--- config.mk ---
export PLATFORM = sky130hd
export DESIGN_NAME = fix_csum_gen
export DESIGN_NICKNAME = d
export VERILOG_FILES = /design/src/rtl/fix_csum_gen.sv
export SDC_FILE = /design/constraint.sdc
export NUM_CORES = 1
export LEC_CHECK = 0
export ABC_AREA = 1
export BUFFER_PORTS_ARGS = -buffer_cell sky130_fd_sc_hd__buf_2
export CAP_MARGIN = 20
export CORE_MARGIN = 2
export CORE_UTILIZATION = 60
export CTS_CLUSTER_DIAMETER = 150
export DETAILED_ROUTE_END_ITERATION = 16
export GPL_TIMING_DRIVEN = 0
export MAX_ROUTING_LAYER = met4
export PLACE_DENSITY = 0.81
export SYNTH_ARGS = -nofsm -noshare
export SYNTH_HDL_FRONTEND = slang
export SYNTH_SLANG_ARGS = --single-unit
--- constraint.sdc ---
create_clock -name clk -period 4.3 [get_ports clk]
set_input_delay 0.43 -clock clk [delete_from_list [all_inputs] [get_ports clk]]
set_output_delay 0.43 -clock clk [all_outputs]
set_load 0.05 [all_outputs]
--- src/rtl/fix_csum_gen.sv ---
// fix_csum_gen: sums kept message bytes mod 256 and emits the result as three
// ASCII decimal digits (hundreds, tens, units) over a valid/ready handshake.
// Optional build macro FIX_CSUM_CHECK_EN adds an expected-checksum compare
// with one-cycle ok/err pulses on entry to EMIT_H.
module fix_csum_gen #(
  parameter int unsigned LANES = 1,
  parameter logic [7:0]  SEED  = 8'd0
) (
  input  logic                 clk,
  input  logic                 rst,
  input  logic [8*LANES-1:0]   data_i,
  input  logic [LANES-1:0]     keep_i,
  input  logic                 valid_i,
  input  logic                 start_i,
  input  logic                 end_i,
  output logic                 ready_o,
  output logic [7:0]           digit_o,
  output logic                 digit_valid_o,
  input  logic                 digit_ready_i,
  output logic                 digit_last_o,
  output logic                 busy_o
`ifdef FIX_CSUM_CHECK_EN
  ,
  input  logic [23:0]          exp_csum_i,
  output logic                 csum_ok_o,
  output logic                 csum_err_o
`endif
);

  typedef enum logic [2:0] {IDLE, ACC, CONV, EMIT_H, EMIT_T, EMIT_U} state_t;

  state_t     state, state_nxt;
  logic [7:0] sum;
  logic [7:0] beat_sum;
  logic       accept;
  logic [7:0] rem;
  logic [7:0] hund;
  logic [7:0] conv_h, conv_t, conv_u;
  logic [7:0] dig_h, dig_t, dig_u;

  assign ready_o = rst && ((state == IDLE) || (state == ACC));
  assign accept  = valid_i && ready_o;
  assign busy_o  = (state != IDLE);

  // Sum of the kept lanes of the current beat, mod 256.
  always_comb begin
    beat_sum = '0;
    for (int unsigned i = 0; i < LANES; i++) begin
      if (keep_i[i]) beat_sum = beat_sum + data_i[8*i +: 8];
    end
  end

  // Decimal split of the running sum into ASCII digits.
  always_comb begin
    hund = '0;
    rem  = sum;
    if (sum >= 8'd200) begin
      hund = 8'd2;
      rem  = sum - 8'd200;
    end else if (sum >= 8'd100) begin
      hund = 8'd1;
      rem  = sum - 8'd100;
    end
    conv_h = 8'h30 + hund;
    conv_t = 8'h30 + rem / 8'd10;
    conv_u = 8'h30 + rem % 8'd10;
  end

  // State register.
  always_ff @(posedge clk or negedge rst) begin
    if (!rst) state <= IDLE;
    else      state <= state_nxt;
  end

  // Next-state logic.
  always_comb begin
    state_nxt = state;
    case (state)
      IDLE:   if (accept && start_i) state_nxt = end_i ? CONV : ACC;
      ACC:    if (accept && end_i)   state_nxt = CONV;
      CONV:   state_nxt = EMIT_H;
      EMIT_H: if (digit_valid_o && digit_ready_i) state_nxt = EMIT_T;
      EMIT_T: if (digit_valid_o && digit_ready_i) state_nxt = EMIT_U;
      EMIT_U: if (digit_valid_o && digit_ready_i) state_nxt = IDLE;
      default: state_nxt = IDLE;
    endcase
  end

  // Running sum: a start beat reloads from SEED, later beats accumulate.
  always_ff @(posedge clk or negedge rst) begin
    if (!rst) begin
      sum <= '0;
    end else if (accept) begin
      if (start_i)            sum <= SEED + beat_sum;
      else if (state == ACC)  sum <= sum + beat_sum;
    end
  end

  // Capture the three digits during CONV.
  always_ff @(posedge clk or negedge rst) begin
    if (!rst) begin
      dig_h <= '0;
      dig_t <= '0;
      dig_u <= '0;
    end else if (state == CONV) begin
      dig_h <= conv_h;
      dig_t <= conv_t;
      dig_u <= conv_u;
    end
  end

  // Registered digit stream. The hundreds digit appears one cycle after
  // EMIT_H is entered; each later digit is loaded on the handshake that
  // leaves the previous EMIT state, so the stream has no bubbles.
  always_ff @(posedge clk or negedge rst) begin
    if (!rst) begin
      digit_o       <= '0;
      digit_valid_o <= 1'b0;
      digit_last_o  <= 1'b0;
    end else begin
      case (state)
        EMIT_H: begin
          if (!digit_valid_o) begin
            digit_o       <= dig_h;
            digit_valid_o <= 1'b1;
            digit_last_o  <= 1'b0;
          end else if (digit_ready_i) begin
            digit_o <= dig_t;
          end
        end
        EMIT_T: begin
          if (digit_valid_o && digit_ready_i) begin
            digit_o      <= dig_u;
            digit_last_o <= 1'b1;
          end
        end
        EMIT_U: begin
          if (digit_valid_o && digit_ready_i) begin
            digit_o       <= '0;
            digit_valid_o <= 1'b0;
            digit_last_o  <= 1'b0;
          end
        end
        default: begin
          digit_o       <= '0;
          digit_valid_o <= 1'b0;
          digit_last_o  <= 1'b0;
        end
      endcase
    end
  end

`ifdef FIX_CSUM_CHECK_EN
  // Compare against the expected checksum sampled in CONV; pulse on EMIT_H entry.
  always_ff @(posedge clk or negedge rst) begin
    if (!rst) begin
      csum_ok_o  <= 1'b0;
      csum_err_o <= 1'b0;
    end else if (state == CONV) begin
      csum_ok_o  <= ({conv_h, conv_t, conv_u} == exp_csum_i);
      csum_err_o <= ({conv_h, conv_t, conv_u} != exp_csum_i);
    end else begin
      csum_ok_o  <= 1'b0;
      csum_err_o <= 1'b0;
    end
  end
`else
  // Default build: no expected-checksum compare.
`endif

endmodule

* Yosys cells after proc, flatten, opt, wreduce, memory -nomap -nowiden
Index checks and enable logic that the tools add are counted.
** Word-level totals
- Bits in registers :: 45
- Output and inout bits :: 12
- Logic and storage cells :: 69
- Bits of input ports :: 15
** Operators by class
- Muxes and demuxes :: 24
- Reduce and logical (&&, ||, !) cells :: 14
- Eq/ne operators :: 12
- $lt $le $gt $ge :: 2
- Div/mod/pow operators :: 2
- Bitwise gates (word level) :: 1
- $add $sub $neg :: 6
** Operator list (count)
- $mux 8 :: 10
- $add 6x8->8 const A :: 3
- $pmux 8 s3 :: 1
- $pmux 3 s6 :: 1
- $mux 3 :: 5
- $add 8x8->8 :: 1
- $div 8x4->8 const B :: 1
- $ge 8x7->1 const B :: 1
- $ge 8x8->1 const B :: 1
- $mod 8x4->8 const B :: 1
- $ne 2x2->1 const B :: 4
- $sub 8x7->8 const B :: 1
- $sub 8x8->8 const B :: 1
- $eq 3x2->1 const B :: 2
- $eq 3x3->1 const B :: 2
- $pmux 1 s3 :: 2
- $reduce_and 3->1 :: 2
- $logic_and 1x1->1 :: 5
- $reduce_and 5->1 :: 1
- $mux 1 :: 4
- $ne 2x1->1 const B :: 2
- $reduce_and 2->1 :: 2
- $eq 3x1->1 const B :: 1
- $logic_not 3->1 :: 1
- other kinds (6) :: 6

* Depth between registers and ports, before layout
Gate-level depths: netlist of run 1.
- Depth in word-level cells :: 7
- Depth in mapped cells :: 30
- Gate-level depth less buffers :: 30

* Least setup slack after synthesis of run 1
OpenSTA, ideal clock, no wires.
- Kind :: register -> register
- Start point :: reg sum[3]
- End point :: reg dig_u[5]
- Setup slack :: 1.218 ns
- Required time :: 4.167 ns
- Clock period less this slack :: 3.082 ns
- Library setup time :: 0.133 ns
- Data arrival time :: 2.949 ns
- Stages on the path, launching flop included :: 27
- Cells stage by stage :: dfrtp_1 > inv_1 > ha_1 > nand2_2 > nor2_2 > nand2_2 > nand2_4 > nand2_1 > nand3_1 > nand2_2 > nor2_8 > nand3_2 > nand4_4 > nand2_4 > nand2_2 > nand2_2 > inv_2 > nand2_4 > nand2_4 > nand2_2 > nand2_1 > inv_2 > ha_1 > o21ai_0 > nand3_1 > ha_1 > o21ai_0
** Between the ends
- Word-level cells in the longest chain between the ends :: 5
- Elaborated cells between the ends (all ways) :: 8
- Classes of those cells :: add/sub: 3; div: 1; order compare: 2; mux: 2
** RTL lines
- start, declared :: line 33 : logic [7:0] sum;
- start signal, assigned :: line 94 : if (start_i) sum <= SEED + beat_sum;
- start signal, assigned :: line 95 : else if (state == ACC) sum <= sum + beat_sum;
- $sub 8x7->8 / $ge 8x7->1 (equally long branches) :: line 62, 60
- $mux 8 :: line 60 : end else if (sum >= 8'd100) begin
- $mux 8 * :: line 57 : if (sum >= 8'd200) begin
- $mod 8x4->8 * :: line 66 : conv_u = 8'h30 + rem % 8'd10;
- $add 6x8->8 * :: line 66
- end signal, assigned :: line 108 : dig_u <= conv_u;
- end, declared :: line 39 : logic [7:0] dig_h, dig_t, dig_u;
Mark *: on every way between the ends. The rest lies on a longest branch, timed or not.
A chain may end at the register's enable or synchronous reset.

* Final worst setup path of run 1
Ends and elaborated chain as after synthesis.

==> summary.md, run 1 <==
| Metric | Value |
|---|---|
| Outcome | `complete, no violations` |
| WS Path Type | `reg2reg` |
| Vias | `roughly 2,600` |
| Post-placement cell count | `457` |
| Starting DRT DRC Count | `between 100 and 150` |
| Antenna diode count | `0` |
| Largest net degree at the start of global routing | `40` |
| Detail Route Antenna Nets | `0` |
| Setup violators final | `0` |
| GRT overflow | `0` |
| Worst slack at placement | `0.800 ns` |
| Initial antenna violation count | `0` |
| Max cap viols | `0` |
| Number of synthesized register bits | `38` |
| Clk_lat worst skew | `just under 0.3 ns` |
| Slew @ Worst Pin | `0.851 ns` |
| Bufs and invs on worst path | `2` |
| Top FF cell, synth | `dfrtp_1` |
| Slew Limit Fails | `0` |
| WP data required | `between 4 and 5 ns` |
| Post-Synthesis Cell Area | `between 0.002 and 0.003 sq mm` |
| Leading cell type in the layout, fill and taps excluded | `nand2_1` |
| Max Buffers Root-to-Sink | `2` |
| Post-synth EDFFs | `0` |
| Mapped Nets | `between 400 and 500` |
| Die Width | `72.7 um` |
| Critical path arrival | `3.85 ns` |
| Number of detailed-route iterations in the first pass | `5` |
| Max Freq | `roughly 270 MHz` |
| Path type of the worst min-delay path | `in2async` |
| Avg Cell Area, Syn | `7.45 sq um` |
| P&R area growth vs syn | `11.6%` |
| Final instance area | `roughly 0.0032 sq mm` |
| Worst clock skew | `about 0.0041 ns` |
| Worst Setup Start Kind | `flip-flop` |
| Post-cts resize count | `0` |
| Total track usage | `between 20% and 30%` |
| CTS Hold Bufs | `0` |
| Total CTS buffers | `5` |
| Layout Nets | `443` |
| Die area | `0.00529 sq mm` |
| Ys async rst share | `100%` |
| CP max stage cell | `dfrtp_1` |
| Most frequent cells in the layout | `89 x nand2_1, 49 x inv_1, 38 x dfrtp_1` |
| Final GP Congestion | `roughly 0.93` |
| Initial Util | `63.7%` |
| Vias in the first global route | `between 2,000 and 2,500` |
| FILL cells | `367` |
| Unrepaired setup endpoints after global routing | `no` |
| Global-route wire length before repair | `10.4 mm` |
| # rows | `24` |
| Slew headroom | `43.2%` |
| Fraction of layout cells with a size suffix above 1 | `21.3%` |
| # Post-CTS Setup Buffers | `0` |
| Fin. Hold Viols | `0` |
| Count of non-filler cells in the finished layout | `465` |
| Clock sinks | `38` |
| Most frequent CP cell | `nand2_2` |
| H-tree Lvls | `2` |
| Syn Inst Count | `380` |
| Area after DPL | `just over 0.003 sq mm` |
| Wire per inst | `approximately 13 um` |
| Die height | `72.7 um` |
| Post-synthesis sequential area ratio | `33.6%` |
| Via density | `5.52` |
| Max Fanout on Critical Path | `6` |
| Distinct cells, synth | `40` |
| Max incr delay on CP | `0.46 ns` |
| CTS tree | `done` |
| Final period util | `85.8%` |
| YS warnings | `0` |
| I/O Pins | `27` |
| Tmin final | `3.69 ns` |
| Residual DRC | `0` |
| Post-Route WL | `6.03 mm` |
| Worst-path clk slew | `0.08 ns` |
| Critical path's top delay family | `simple AND/OR/NAND/NOR gates` |
| Core area | `0.00444 sq mm` |
| Dpl hpwl | `4.69 mm` |
| Critical Path End Type | `flip-flop` |
| Setup_tns | `0 ns` |
| I/O Buffers | `25` |
| Crit-path cells | `inv_1 > ha_1 > nand2_2 > nor2_2 > nand2_2 > nand2_4 > nand2_1 > nand3_1 > nand2_2 > nor2_8 > nand3_2 > nand4_4 > nand2_4 > nand2_2 > nand3_2 > nand2_4 > nand3_2 > nand2_1 > inv_2 > ha_1 > o21ai_0 > nand3_1 > ha_1 > o21ai_0` |
| Root buf cell | `clkbuf_8` |
| Post-route worst setup slack | `0.613 ns` |
worst paths after layout:
| check | endpoint | slack [ns] | from | cells past startpoint |
|---|---|---|---|---|
| max reg2reg | dig_u[5] | 0.61 | sum[3] | 24 |
| min in group clk | digit_o[7] | 0.46 | digit_ready_i | 4 |
| max | dig_u[5] | 0.61 | sum[3] | 24 |
| max in group asynchronous | state[0] | 3.53 | rst | 1 |
| min | state[2] | 0.24 | rst | 1 |
| min reg2reg | dig_h[4] | 0.46 | dig_h[4] | 2 |
routing by layer:
layer	share of wire (%)	track usage (%)
met5	0	-
met4	1.5	7.82
met3	5.5	3.87
met2	48	41.7
met1	45	33.5
per-stage QoR:
| step | util [%] | hold slack, ns |
|---|---|---|
| after floorplan | - | 0.134 |
| final | 71.1 | 0.244 |
| after detailed placement | 68.0 | 0.448 |
| after global routing | 71.1 | 0.315 |
| after CTS | 71.1 | 0.270 |
| after global placement | 68.0 | 0.446 |
synth_stat cells, drive strengths merged, types with 2 or more instances:
master	n	area (sq um)
o22ai	3	18.8
mux2	3	33.8
o21ai	31	166
nand4	7	58.8
nor3	2	15.0
clkbuf	7	26.3
nand2	111	502
xnor2	2	17.5
nor2	34	154
xor2	3	26.3
a32o	2	20.0
dfrtp	38	951
a21oi	10	53.8
o211ai	5	37.5
nand3	35	230
ha	15	188
a31oi	5	31.3
inv	57	214
cell type report:
cell class | instances | area, sq um | share of cell area, %
plain buffers | 8 | 37.5 | 1.19
clock buffers | 5 | 68.8 | 2.18
clock inverters | 3 | 68.8 | 2.18
inverters | 57 | 214 | 6.77
multi-input cells | 277 | 1630 | 51.6
flip-flops and latches | 38 | 951 | 30.1
well taps | 52 | 65.1 | 2.06
repair buffers | 25 | 125 | 3.96
registers in the layout, indices dropped and copies added (netlist names):
register       flops
dig_t              6
dig_h              3
digit_last_o       1
dig_u              8
digit_o            8
sum                8
digit_valid_o      1
state              3
logic make-up after synthesis:
logic type / count (synthesis) / synth area share, %
other: 1 / 0.132
xor gates and xnor gates: 5 / 1.55
adders and majority gates: 16 / 7.33
muxes: 3 / 1.19
and+or+nand+nor: 192 / 34.6
buffers and inverters: 65 / 8.88
DFF: 38 / 33.6
AOI/OAI and AO/OA: 60 / 12.7
worst register-to-register path: stages (launching register included):
cell and delay, ns:
dfrtp_1 0.46, inv_1 0.22, ha_1 0.29, nand2_2 0.07
nor2_2 0.09, nand2_2 0.08, nand2_4 0.10, nand2_1 0.06
nand3_1 0.11, nand2_2 0.10, nor2_8 0.13, nand3_2 0.14
nand4_4 0.13, nand2_4 0.06, nand2_2 0.08, nand3_2 0.10
nand2_4 0.12, nand3_2 0.08, nand2_1 0.14, inv_2 0.07
ha_1 0.19, o21ai_0 0.23, nand3_1 0.13, ha_1 0.29
o21ai_0 0.08
Power of run 1 is left out: the tool's default activity adds up to more than one toggle a clock period on the data nets, which glitch-free logic cannot reach.
==> run 2, diff against run 1 <==
- BUFFER_PORTS_ARGS: -buffer_cell sky130_fd_sc_hd__buf_2 -> -buffer_cell sky130_fd_sc_hd__buf_4
- MAX_ROUTING_LAYER: met4 -> unset
==> run 2 against run 1 <==
Critical path depth up 2. First-iteration DRC count down 8.8%. Setup slack better by 0.20 ns. Sequential share of layout area down 0.58 points. Hold slack worse by 0.15 ns. Fmax up 5.8%. Wire length up 1.2%. Register-to-register slack better by 0.20 ns. Count of clock-buffer cells in the layout unchanged.
==> summary.md, run 2 (synthesis gave the netlist of run 1 again) <==
| Metric | Value |
|---|---|
| Number of detailed-route iterations in the first pass | `4` |
| Via density | `5.48` |
| Tmin final | `between 3 and 4 ns` |
| Antenna diode count | `0` |
| Max Buffers Root-to-Sink | `2` |
| Unrepaired setup endpoints after global routing | `no` |
| CTS Hold Bufs | `0` |
| Worst clock skew | `between 0.008 and 0.009 ns` |
| Clock sinks | `38` |
| Most frequent CP cell | `nand2_2` |
| Outcome | `complete, no violations` |
| Fraction of layout cells with a size suffix above 1 | `21.3%` |
| WP data required | `4.46 ns` |
| Worst Setup Start Kind | `flip-flop` |
| Path type of the worst min-delay path | `in2async` |
| Total track usage | `25.2%` |
| Wire per inst | `13.1 um` |
| # rows | `24` |
| Detail Route Antenna Nets | `0` |
| Max Fanout on Critical Path | `6` |
| Initial antenna violation count | `0` |
| Initial Util | `~64%` |
| CTS tree | `done` |
| Vias | `2,547` |
| WS Path Type | `reg2reg` |
| Setup violators final | `0` |
| Slew headroom | `between 40% and 50%` |
| Die height | `72.7 um` |
| Critical Path End Type | `flip-flop` |
| H-tree Lvls | `2` |
| Final period util | `roughly four fifths` |
| Dpl hpwl | `4.73 mm` |
| # Post-CTS Setup Buffers | `0` |
| Residual DRC | `0` |
| Leading cell type in the layout, fill and taps excluded | `nand2_1` |
| Clk_lat worst skew | `0.29 ns` |
| I/O Buffers | `25` |
| Post-cts resize count | `0` |
| Most frequent cells in the layout | `89 x nand2_1, 49 x inv_1, 38 x dfrtp_1` |
| Core area | `0.00444 sq mm` |
| Top flop regs | `dig_u (8), digit_o (8), sum (8)` |
| Die Width | `72.7 um` |
| I/O Pins | `27` |
| Critical path arrival | `3.64 ns` |
| Max Freq | `287 MHz` |
| Layout Nets | `443` |
| Root buf cell | `clkbuf_8` |
| Die area | `between 0.005 and 0.006 sq mm` |
| Worst-path clk slew | `~0.08 ns` |
| Post-Route WL | `6.10 mm` |
| Critical path's top delay family | `simple AND/OR/NAND/NOR gates` |
| Global-route wire length before repair | `10.5 mm` |
| Bufs and invs on worst path | `3` |
| CP max stage cell | `dfrtp_1` |
| Slew @ Worst Pin | `0.844 ns` |
| Setup_tns | `0 ns` |
| P&R area growth vs syn | `13.8%` |
| Slew Limit Fails | `0` |
| Vias in the first global route | `2,473` |
| Final GP Congestion | `0.918` |
| Total CTS buffers | `5` |
| Fin. Hold Viols | `0` |
| Starting DRT DRC Count | `135` |
| Max cap viols | `0` |
| GRT overflow | `0` |
| Largest net degree at the start of global routing | `40` |
| Max incr delay on CP | `0.45 ns` |
[run 2: worst paths after layout]
kind,startpoint,to,slack [ns],cells past startpoint
min in group clk,digit_ready_i,digit_o[7],0.45,4
max in group asynchronous,rst,dig_u[5],3.86,1
worst min register to register,dig_h[4],dig_h[4],0.46,2
worst max-delay path,sum[3],dig_u[5],0.81,26
worst min-delay path,rst,state[2],0.09,1
worst max register to register,sum[3],dig_u[5],0.81,26
[run 2: layout make-up]
class | instances | area (sq um)
clock inverters | 3 | 68.8
fillers | 356 | 1220
flip-flops and latches | 38 | 951
well taps | 52 | 65.1
inverters | 57 | 214
plain buffers | 8 | 37.5
clock buffers | 5 | 68.8
repair buffers | 25 | 188
multi-input cells | 277 | 1630
[run 2: stage by stage]
| stage | instance area [sq um] | utilization [%] | instances | hold WS, ns | setup slack (ns) |
|---|---|---|---|---|---|
| 4_1_cts | 3220 | 72.5 | 465 | 0.114 | 0.816 |
| 3_3_place_gp | 3090 | 69.4 | 457 | 0.422 | 0.912 |
| 2_1_floorplan | 2830 | - | 380 | 0.134 | 1.22 |
| 3_5_place_dp | 3090 | 69.4 | 457 | 0.427 | 0.826 |
| 6_report | 3220 | 72.5 | 465 | 0.0926 | 0.813 |
| 5_1_grt | 3220 | 72.5 | 465 | 0.135 | 0.430 |
[run 2: layer usage]
metal	GRT usage [%]	wire (um)	vias to the layer above	share of wire, %
li1	-	-	1295	-
met1	32.3	2860	1201	47
met2	42.5	2930	45	48
met3	4.14	230	6	3.8
met4	9.67	73	0	1.2
met5	0	0	-	0
Power of run 2 is left out for the same reason.
==> run 3, diff against run 2 <==
- ABC_AREA: 1 -> 0
- PLACE_DENSITY: 0.81 -> 0.8
- clock period: 4.3 -> 3.3 ns (I/O delays scaled with it)
==> run 3 against run 2 <==
The run now ends with hold timing left. Hold slack worse by 0.097 ns. Largest cell class unchanged. Die area is 5.1% higher. Final area grew 15%.
==> summary.md, run 3 <==
| Metric | Value |
|---|---|
| Top FF cell, synth | `dfrtp_1` |
| Utilization after layout | `78.2%` |
| Antenna diode count | `0` |
| Number of synthesized register bits | `38` |
| Max cap viols | `0` |
| Critical path's top delay family | `compound AO/OA/AOI/OAI gates` |
| Die area | `0.00556 sq mm` |
| Initial antenna violation count | `0` |
| Failing checks | `hold timing` |
| Max incr delay on CP | `roughly 0.43 ns` |
| Post-synth EDFFs | `0` |
| Slew Limit Fails | `0` |
| H-tree Lvls | `2` |
| WP data required | `3.52 ns` |
| Syn Inst Count | `361` |
| Worst-path clk slew | `approximately 0.080 ns` |
| Most frequent cells in the layout | `45 x nand2_1, 45 x buf_4, 37 x dfrtp_1` |
| Number of detailed-route iterations in the first pass | `7` |
| Fraction of layout cells with a size suffix above 1 | `26.1%` |
| Dpl hpwl | `5.40 mm` |
| Setup violators final | `0` |
| Bufs and invs on worst path | `4` |
| Max Buffers Root-to-Sink | `2` |
| Post-synthesis sequential area ratio | `31.9%` |
| Path type of the worst min-delay path | `in2async` |
| Slew headroom | `31.2%` |
| Post-Route WL | `around 8.3 mm` |
| Area after DPL | `0.00326 sq mm` |
| I/O Pins | `27` |
| Mapped Nets | `392` |
| Mux contribution to synthesized area | `2.51%` |
| WS Path Type | `reg2reg` |
| Slew @ Worst Pin | `1.03 ns` |
| I/O Buffers | `25` |
| YS warnings | `0` |
| Compound-Gate Fraction of Synth Area | `between 20% and 30%` |
| Top flop regs | `dig_u (8), digit_o (8), sum (8)` |
| Post-Synthesis Cell Area | `approximately 0.003 sq mm` |
| Vias | `2,996` |
| Residual DRC | `0` |
| Critical path arrival | `approximately 3.5 ns` |
| Wire per inst | `17.2 um` |
| Via density | `6.23` |
| Fin. Hold Viols | `15` |
| Vias in the first global route | `2,764` |
| Final instance area | `0.00372 sq mm` |
| Avg Cell Area, Syn | `8.27 sq um` |
| Initial Util | `62.8%` |
| Final GP Congestion | `0.924` |
| # rows | `25` |
| Top-area cell type share of the netlist area | `31.9%` |
| Clock sinks | `38` |
| Clk_lat worst skew | `approximately 0.29 ns` |
| Detail Route Antenna Nets | `0` |
| Die height | `74.5 um` |
| Crit-path cells | `buf_8 > inv_6 > ha_2 > nor3b_4 > o21ai_2 > nor3_2 > nor2_2 > buf_4 > buf_4 > a211o_1 > nand2_1 > ha_2 > a21oi_2 > o21ai_2 > ha_1 > o21ai_1` |
| CTS tree | `done` |
| Setup_tns | `0 ns` |
| Count leader, synth | `nand2_1` |
| Distinct cells, synth | `68` |
| Total CTS buffers | `5` |
| Root buf cell | `clkbuf_8` |
| Core area | `0.00475 sq mm` |
| Synth Area in Adders | `between 6 and 7%` |
| Hold Slack | `-0.00443 ns` |
| Critical Path End Type | `flip-flop` |
| Tmin final | `3.27 ns` |
| CP max stage cell | `dfrtp_1` |
| Final period util | `between 90 and 100%` |
| Max Fanout on Critical Path | `8` |
| Max Freq | `305 MHz` |
| Synth top area cells | `dfrtp_1 32%, ha_1 6.3%, nand2_1 5.9%, o21ai_0 5.0%, a21oi_1 3.9%` |
| Outcome | `finished, violations left` |
| Global-route wire length before repair | `12.6 mm` |
| Largest net degree at the start of global routing | `40` |
| Worst clock skew | `roughly 0.0068 ns` |
| Commonest cells post-synth | `47 x nand2_1, 38 x dfrtp_1, 30 x o21ai_0` |
| Post-synthesis xor/xnor area fraction | `2.60%` |
| Worst Setup Start Kind | `flip-flop` |
| Synth area leader | `dfrtp_1` |
| Layout Nets | `444` |
| P&R area growth vs syn | `24.5%` |
| Total track usage | `28.8%` |
| Largest family of logic cells by synthesized area | `compound AO/OA/AOI/OAI gates` |
| Die Width | `74.5 um` |
| Starting DRT DRC Count | `218` |
| Ys async rst share | `100%` |
| Simple-gate share of the synthesized area | `24.9%` |
| GRT overflow | `0` |
[run 3: changes by cell type in the layout (fill, tap and decap cells not counted), sizes merged, moves of 10 or more]
cell   change
nand3     -25
a21oi     +13
and2      +10
buf       +27
nand2     -64
inv       -48
[run 3: worst register-to-register path: stages (launching register included)]
cell and delay [ns]:
dfrtp_1 0.43, buf_8 0.16, inv_6 0.07, ha_2 0.18, nor3b_4 0.33, o21ai_2 0.17
nor3_2 0.26, nor2_2 0.08, buf_4 0.16, buf_4 0.13, a211o_1 0.34, nand2_1 0.12
ha_2 0.19, a21oi_2 0.04, o21ai_2 0.17, ha_1 0.25, o21ai_1 0.12
[run 3: metrics by stage]
step	cells	setup WS [ns]
2_1_floorplan	361	0.0818
3_3_place_gp	453	-0.565
3_5_place_dp	453	-0.592
4_1_cts	471	0.0122
5_1_grt	481	-0.122
6_report	481	0.0256
[run 3: path summary, 6_finish.rpt]
path | startpoint | to | slack (ns) | cells past startpoint
setup / recovery | sum[3] | dig_u[5] | 0.03 | 16
hold / removal | rst | state[1] | -0.004 | 1
setup reg to reg | sum[3] | dig_u[5] | 0.03 | 16
max in group asynchronous | rst | sum[2] | 2.95 | 1
min in group clk | digit_ready_i | state[2] | 0.38 | 3
hold reg to reg | dig_h[4] | dig_h[4] | 0.47 | 1
[run 3: logic make-up after synthesis]
logic type	Yosys count
adders and majority gates	16
and+or+nand+nor	145
DFF	38
muxes	7
xor gates and xnor gates	8
buffers and inverters	29
AOI/OAI and AO/OA	117
other	1
[run 3: layout make-up]
class	instances	area [sq um]
repair buffers	45	338
clock inverters	2	60.1
fillers	347	1040
plain buffers	20	114
inverters	9	38.8
clock buffers	6	82.6
well taps	67	83.8
flip-flops and latches	38	952
multi-input cells	294	2050
[run 3: routing by layer]
metal | routed length (um) | share of wire, % | global-route usage [%]
met2 | 4020 | 49 | 50.4
met3 | 528 | 6.4 | 4.61
met1 | 3530 | 43 | 38.0
met5 | 0 | 0 | 0
met4 | 166 | 2.0 | 5.36
[run 3: repair_timing]
action / CTS / global route
buffers inserted: 10 / 10
gates resized for setup: 24 / 23
hold buffers: 0 / 0
endpoints found under the setup margin: 6 / 4
hold endpoints to repair: 0 / 0
pin swaps: 5 / 14
Power of run 3 is left out for the same reason.
